`config.mk`:
```
export PLATFORM = sky130hd
export DESIGN_NAME = param_sync_fifo
export DESIGN_NICKNAME = d
export VERILOG_FILES = /design/src/rtl/fifo_pkg.sv /design/src/rtl/fifo_mem.sv /design/src/rtl/param_sync_fifo.sv
export SDC_FILE = /design/constraint.sdc
export NUM_CORES = 2
export LEC_CHECK = 0
export BUFFER_PORTS_ARGS = -buffer_cell sky130_fd_sc_hd__buf_2
export CAP_MARGIN = 25
export CORE_MARGIN = 2
export CORE_UTILIZATION = 30
export CTS_CLUSTER_SIZE = 24
export DETAILED_ROUTE_END_ITERATION = 12
export SKIP_LAST_GASP = 1
export SYNTH_ARGS = -nofsm -noshare
export SYNTH_HDL_FRONTEND = slang
export SYNTH_SLANG_ARGS = --single-unit
export TNS_END_PERCENT = 1
```
`constraint.sdc`:
```
create_clock -name clk -period 10.91 [get_ports clk]
set_input_delay 1.091 -clock clk [delete_from_list [all_inputs] [get_ports clk]]
set_output_delay 1.091 -clock clk [all_outputs]
set_load 0.01 [all_outputs]
```
`src/rtl/fifo_pkg.sv`:
```
// Shared defaults and status bundle for the parameterised synchronous FIFO.
package fifo_pkg;

    localparam int unsigned DEF_DATA_WIDTH = 8;
    localparam int unsigned DEF_DEPTH      = 256;
    localparam int unsigned STAT_CNT_W     = 32;

    typedef struct packed {
        logic                  full;
        logic                  empty;
        logic                  almost_full;
        logic                  almost_empty;
        logic [STAT_CNT_W-1:0] count;
    } fifo_status_t;

endpackage

```
`src/rtl/fifo_mem.sv`:
```
// Simple dual-port storage: one write port, one registered read port.
module fifo_mem
    import fifo_pkg::*;
#(
    parameter int unsigned DATA_WIDTH = DEF_DATA_WIDTH,
    parameter int unsigned DEPTH      = DEF_DEPTH,
    localparam int unsigned AW        = $clog2(DEPTH)
) (
    input  logic                  clk,
    input  logic                  rst_n,
    input  logic                  we_i,
    input  logic [AW-1:0]         waddr_i,
    input  logic [DATA_WIDTH-1:0] wdata_i,
    input  logic                  re_i,
    input  logic [AW-1:0]         raddr_i,
    output logic [DATA_WIDTH-1:0] rdata_o
);

    logic [DATA_WIDTH-1:0] mem_q [DEPTH];
    logic [DATA_WIDTH-1:0] rdata_q;

    always_ff @(posedge clk) begin
        if (we_i) begin
            mem_q[waddr_i] <= wdata_i;
        end
    end

    // Output register resets and holds, the array itself does not.
    always_ff @(posedge clk or negedge rst_n) begin
        if (!rst_n) begin
            rdata_q <= '0;
        end else if (re_i) begin
            rdata_q <= mem_q[raddr_i];
        end
    end

    assign rdata_o = rdata_q;

endmodule

```
`src/rtl/param_sync_fifo.sv`:
```
// Single-clock FIFO with wrap-bit pointers, registered status and error flags.
module param_sync_fifo
    import fifo_pkg::*;
#(
    parameter int unsigned DATA_WIDTH = DEF_DATA_WIDTH,
    parameter int unsigned DEPTH      = DEF_DEPTH,
    parameter int unsigned AF_LEVEL   = DEPTH - 4,
    parameter int unsigned AE_LEVEL   = 4,
    localparam int unsigned AW        = $clog2(DEPTH),
    localparam int unsigned CW        = AW + 1
) (
    input  logic                  clk,
    input  logic                  rst_n,
    input  logic                  clr,
    input  logic                  w_en,
    input  logic [DATA_WIDTH-1:0] data_in,
    input  logic                  r_en,
    output logic [DATA_WIDTH-1:0] data_out,
    output logic                  rd_valid,
    output logic                  full,
    output logic                  empty,
    output logic                  almost_full,
    output logic                  almost_empty,
    output logic [CW-1:0]         count,
    output logic                  write_error,
    output logic                  read_error,
    output logic                  overflow_sticky,
    output logic                  underflow_sticky
);

    if (DEPTH < 4 || (DEPTH & (DEPTH - 1)) != 0) begin : g_bad_depth
        $error("DEPTH must be a power of two and at least 4");
    end

    logic [AW:0]   wr_ptr_q, wr_ptr_d;
    logic [AW:0]   rd_ptr_q, rd_ptr_d;
    logic [CW-1:0] count_q, count_d;
    logic          full_q, empty_q, af_q, ae_q;
    logic          rd_valid_q, wr_err_q, rd_err_q;
    logic          ovf_q, udf_q;
    logic          wr_acc, rd_acc, wr_err, rd_err;
    fifo_status_t  stat_d;

    always_comb begin
        rd_acc   = ~clr & r_en & ~empty_q;
        wr_acc   = ~clr & w_en & (~full_q | rd_acc);
        wr_err   = ~clr & w_en & full_q & ~rd_acc;
        rd_err   = ~clr & r_en & empty_q;
        wr_ptr_d = wr_ptr_q;
        rd_ptr_d = rd_ptr_q;
        count_d  = count_q;
        if (clr) begin
            wr_ptr_d = '0;
            rd_ptr_d = '0;
            count_d  = '0;
        end else begin
            if (wr_acc) wr_ptr_d = wr_ptr_q + 1'b1;
            if (rd_acc) rd_ptr_d = rd_ptr_q + 1'b1;
            case ({wr_acc, rd_acc})
                2'b10:   count_d = count_q + 1'b1;
                2'b01:   count_d = count_q - 1'b1;
                default: count_d = count_q;
            endcase
        end
        // Status is derived from next-state so flags move with the pointers.
        stat_d              = '0;
        stat_d.count        = STAT_CNT_W'(count_d);
        stat_d.full         = (wr_ptr_d[AW-1:0] == rd_ptr_d[AW-1:0])
                            && (wr_ptr_d[AW] != rd_ptr_d[AW]);
        stat_d.empty        = (wr_ptr_d == rd_ptr_d);
        stat_d.almost_full  = (stat_d.count >= AF_LEVEL);
        stat_d.almost_empty = (stat_d.count <= AE_LEVEL);
    end

    always_ff @(posedge clk or negedge rst_n) begin
        if (!rst_n) begin
            wr_ptr_q   <= '0;
            rd_ptr_q   <= '0;
            count_q    <= '0;
            full_q     <= 1'b0;
            empty_q    <= 1'b1;
            af_q       <= 1'b0;
            ae_q       <= 1'b1;
            rd_valid_q <= 1'b0;
            wr_err_q   <= 1'b0;
            rd_err_q   <= 1'b0;
            ovf_q      <= 1'b0;
            udf_q      <= 1'b0;
        end else begin
            wr_ptr_q   <= wr_ptr_d;
            rd_ptr_q   <= rd_ptr_d;
            count_q    <= count_d;
            full_q     <= stat_d.full;
            empty_q    <= stat_d.empty;
            af_q       <= stat_d.almost_full;
            ae_q       <= stat_d.almost_empty;
            rd_valid_q <= rd_acc;
            wr_err_q   <= wr_err;
            rd_err_q   <= rd_err;
            if (clr) begin
                ovf_q <= 1'b0;
                udf_q <= 1'b0;
            end else begin
                ovf_q <= ovf_q | wr_err;
                udf_q <= udf_q | rd_err;
            end
        end
    end

    fifo_mem #(
        .DATA_WIDTH (DATA_WIDTH),
        .DEPTH      (DEPTH)
    ) u_mem (
        .clk     (clk),
        .rst_n   (rst_n),
        .we_i    (wr_acc),
        .waddr_i (wr_ptr_q[AW-1:0]),
        .wdata_i (data_in),
        .re_i    (rd_acc),
        .raddr_i (rd_ptr_q[AW-1:0]),
        .rdata_o (data_out)
    );

    assign rd_valid         = rd_valid_q;
    assign full             = full_q;
    assign empty            = empty_q;
    assign almost_full      = af_q;
    assign almost_empty     = ae_q;
    assign count            = count_q;
    assign write_error      = wr_err_q;
    assign read_error       = rd_err_q;
    assign overflow_sticky  = ovf_q;
    assign underflow_sticky = udf_q;

endmodule

```
After elaboration in Yosys (flattened, before gate mapping). Memory sizes are Yosys's and may differ from the RTL's. A register that Yosys moved wholly into a read port is not among the register bits. Index checks and enable logic that the tools add are counted.

Reductions and logical operators: 2. Order comparisons: 2. Add/subtract/negate cells: 4. Muxes and demuxes: 10. Bitwise operators: 14. Equal/unequal tests: 5.

Operator list (number): $mux W9 (5); $add A9 B1 Y9 const B (3); $pmux W9 S2 (1); $eq A9 B9 Y1 (1); $ge A9 B8 Y1 const B (1); $le A9 B3 Y1 const B (1); $sub A9 B1 Y9 const B (1); $eq A8 B8 Y1 (1); $and A1 B1 Y1 (7); $mux W1 (4); $not A1 Y1 (4); $or A1 B1 Y1 (3); $eq A2 B1 Y1 const B (1); $eq A2 B2 Y1 const B (1); $logic_and A1 B1 Y1 (1); $logic_not A1 Y1 (1); $ne A1 B1 Y1 (1).

Output and inout port bits: 26. Word-level logic and storage cells: 50. Input port bits: 13. Memory bits (writable): 2048. Register bits after elaboration: 36. Memories: 1.

Memories: u_mem.mem_q (depth 256, bits a word 8, rd ports 1, clocked after Yosys merged registers in 1, wr ports 1, RTL line fifo_mem.sv:19) `logic [DATA_WIDTH-1:0] mem_q [DEPTH];`.

Longest topological paths before layout.
Depth in word-level cells: 9. Mapped depth: 14. Mapped depth without buffers: 12.

By module. From an unflattened synthesis, not the netlist that was laid out.

Cell total of the unflattened synthesis: 4071. Area total of the unflattened synthesis: 82366.5 um^2.

By module, submodules not included: fifo_mem (seq. area each 61699.2 um^2, area an instance 79961.7 um^2, cells each 3816, instances 1); param_sync_fifo (seq. area each 903.4 um^2, area an instance 2404.8 um^2, cells each 255, instances 1).

Least setup slack after synthesis. Ideal clock, no wire load.

Kind: input to register. From: in clr. To: reg af_q (netlist: almost_full). Path slack: 6377 ps. Library setup time: 120 ps. Arrival: 4413 ps. Required time: 10790 ps. Path buffers: 3. Stages: 14. Path through: or3b_1 -> buf_2 -> clkinv_1 -> ha_1 -> clkbuf_1 -> clkbuf_1 -> xor2_1 -> ha_1 -> a21oi_1 -> nor4b_1 -> or4_1 -> a31oi_1 -> mux2_2 -> a41o_1.

RTL lines: start, declared (RTL line param_sync_fifo.sv:14) `input logic clr,`; end signal, assigned (RTL line param_sync_fifo.sv:95) `af_q <= stat_d.almost_full;`; end, declared (RTL line param_sync_fifo.sv:38) `logic full_q, empty_q, af_q, ae_q;`.

==> impl_metrics.csv <==
group,metric,value,unit
route,vias,41660,
worst_setup_path,r2r_start,"empty",
worst_setup_path,arrival,6.40,ns
worst_setup_path,required,11.63,ns
global_route,met3_usage,0.03446,
clock_network,root_buffer,"clkbuf_16",
synthesis,postSynthAreaPerCell,20.75,um^2
synthesis,ys_top_cells_by_count,"edfxtp_1 (2048), mux4_2 (479), nor2_1 (300), mux2i_1 (132), clkbuf_1 (120)",
worst_setup_path,startpoint_type,"input port",
clock_network,h-tree-depth,4,
synthesis,yosys.area.top_type,"edfxtp_1",
global_route,grt_usage,0.1575,
floorplanning,coreArea,272900,um^2
timing,skew,0.04682,ns
floorplanning,fp-row-count,192,
outcome,status,"complete, no violations",
clock_network,postCtsHoldBufs,0,
synthesis,synth-warning-count,0,
place,hpwl,131200,um
synthesis,synth.area.top_cells,"edfxtp_1 (75%), mux4_2 (13%), mux2i_1 (1.6%)",
layout,finalNonFillerCells,7817,
floorplanning,dieWidth,527.1,um
clock_network,cts_resized,0,
timing,setup_viol,0,
timing,hold_slack,0.3540,ns
route,totalWireLength,223900,um
place,portBuffers,38,
clock_network,clk_latency,0.87,ns
clock_network,clk_pin_slew_worst_paths,0.06,ns
layout,nFillCells,25330,
worst_setup_path,worstReg2RegEnd,"almost_empty",
timing,hold_viol,0,
power,p_total,0.01743,W
timing,drv_slew,0,
worst_hold_path,min_path_type,"in2async",
layout,fin_util,0.3408,
global_route,grt-ovfl-total,0,
route,first_pass_iters,10,
layout,area_growth,13.26,%
power,leakage,27.56,nW
route,drc,0,
global_route,gr-usage-met1,0.2158,
global_route,grt_pass1_vias,41360,
synthesis,yosysUniqueCellTypes,89,
worst_setup_path,critPathCaptureType,"flop",
clock_network,cts_sinks,2092,
global_route,grt_pass1_wl,315600,um
worst_setup_path,setup.worst_path.class,"in2reg",
worst_setup_path,r2r_slack,5.61,ns
synthesis,synth_nets,3978,
timing,max_clock_freq,176.1,MHz
floorplanning,dieArea,277900,um^2
layout,drive_gt1_frac,0.2264,
timing,fin_tns_setup,0,ns
place,dp.cells,7434,
timing,worst_pin_slew,1.107,ns
layout,fin_nets,4077,
route,viasPerCell,5.329,
synthesis,synthCells,3957,
route,drt_iter0_drc,5522,
floorplanning,fp.dieH,527.1,um
global_route,met2_usage,0.2488,
synthesis,synth.cell_area,82100,um^2
synthesis,synthFlopType,"edfxtp_1",
timing,rsz0062_at_grt,"no",
route,route.detailed.wl_per_inst,28.65,um
global_route,antenna_found_initial,9,
route,postRouteAntennaNets,0,
synthesis,synth_top_area_frac,0.7490,
synthesis,synth_edf_count,2048,
place,gp_congestion,0.8491,
clock_network,cts_tree,"built",
synthesis,synth-seq-area-share,0.7625,
clock_network,clk_path_buf_depth,3,
global_route,busiest_layer,"met2",
clock_network,numCtsBuffers,206,
power,power_density,187.5,nW/um^2
floorplanning,ioPinCount,39,
timing,max-slew-margin-rel,0.2621,
global_route,grt_max_degree,126,
worst_setup_path,reg2regPathDepth,11,
worst_setup_path,crit_start,"clr",
power,ir_worst_vdd,0.1908,mV
floorplanning,start_util,0.3009,
timing,min_period_over_period,0.5205,
worst_setup_path,crit_fanout,44,
timing,period_needed,5.679,ns
synthesis,yosysMostFrequentCell,"edfxtp_1",
synthesis,ys_ff_latch,2092,
clock_network,post_cts_buffers,0,
flow_run,drv_cap,0,
synthesis,synthArstFlopShare,0.02103,
==> cells by family after synthesis <==
| kind of cell | Yosys count | synth area share |
|---|---|---|
| multiplexers | 634 | 0.1508 |
| adder cells (fa/ha/maj) | 8 | 0.001219 |
| buffers and inverters | 262 | 0.01783 |
| flip-flops | 2092 | 0.7625 |
| AO/OA/AOI/OAI | 368 | 0.03333 |
| AND/OR/NAND/NOR | 575 | 0.03208 |
| XOR/XNOR | 18 | 0.002255 |
==> worst max path at each step <==
| stage | slack, ns | end |
|---|---|---|
| floorplan | 6.38 | almost_full |
| global placement | 4.68 | almost_empty |
| detailed placement | 4.56 | almost_empty |
| CTS | 5.43 | almost_empty |
| global route | 4.96 | almost_empty |
| finish | 5.23 | almost_empty |
==> metrics by stage <==
stage / worst slack [ns] / instance area, um^2
6_report: 5.231 / 92990
5_1_grt: 4.963 / 92990
4_1_cts: 5.428 / 92890
3_5_place_dp: 4.556 / 86320
3_3_place_gp: 4.677 / 86300
2_1_floorplan: 6.377 / 82110
==> routing by layer <==
layer / vias up / routed length, um
li1: 16740 / -
met1: 22420 / 91070
met2: 2120 / 105500
met3: 370 / 20190
met4: 12 / 6804
met5: - / 332
==> report_power, final <==
group          total, W  switching [W]  internal [W]
Combinational   0.00156       0.000870      0.000688
Clock           0.00695        0.00307       0.00387
Sequential      0.00893      0.0000804       0.00885
Total            0.0174        0.00402        0.0134
==> layout make-up <==
type                            instances  area [um^2]  share of cell area
Multi-Input combinational cell       1603        18130              0.1950
Antenna cell                            6        15.01           0.0001615
Clock inverter                        121         1236             0.01329
Clock buffer                          253         5341             0.05744
Inverter                               16        62.56           0.0006727
Timing Repair Buffer                  137         1094             0.01176
Sequential cell                      2092        62620              0.6734
Tap cell                             3589         4491             0.04829
==> critical path, cell delays in order <==
cell	delay, ns
buf_2	0.59
or3b_1	0.89
clkinv_1	0.71
ha_1	0.64
xor2_1	0.25
ha_1	0.21
a21oi_1	0.37
o31ai_1	0.21
or4_1	0.51
a31oi_1	0.22
mux2_2	0.39
nor4_1	0.29
==> cells in the final DEF, fill, tap and decap left out, types with 19 or more instances in the layout <==
| cell type | Yosys | final |
|---|---|---|
| o22ai_1 | 24 | 24 |
| nor3_1 | 19 | 19 |
| mux2i_1 | 132 | 132 |
| buf_4 | 23 | 91 |
| o21ai_0 | 24 | 24 |
| mux4_2 | 479 | 479 |
| clkbuf_16 | 0 | 206 |
| buf_2 | 47 | 30 |
| clkbuf_1 | 120 | 46 |
| a21oi_1 | 46 | 46 |
| nand3_1 | 55 | 46 |
| a221oi_1 | 28 | 28 |
| nor2_1 | 300 | 298 |
| dfrtp_1 | 42 | 36 |
| nand2_1 | 79 | 78 |
| clkinv_2 | 0 | 30 |
| a22oi_1 | 95 | 95 |
| a211oi_1 | 22 | 22 |
| clkinv_1 | 2 | 56 |
| edfxtp_1 | 2048 | 2048 |
| mux2_2 | 22 | 22 |
==> state kept, by name, indices dropped and copies added (netlist names), 8 cells and up <==
register       count
count              9
rd_ptr_q           9
u_mem.mem_q     2048
wr_ptr_q           9
u_mem.rdata_o      8
Power figures use the tool's default switching activity.
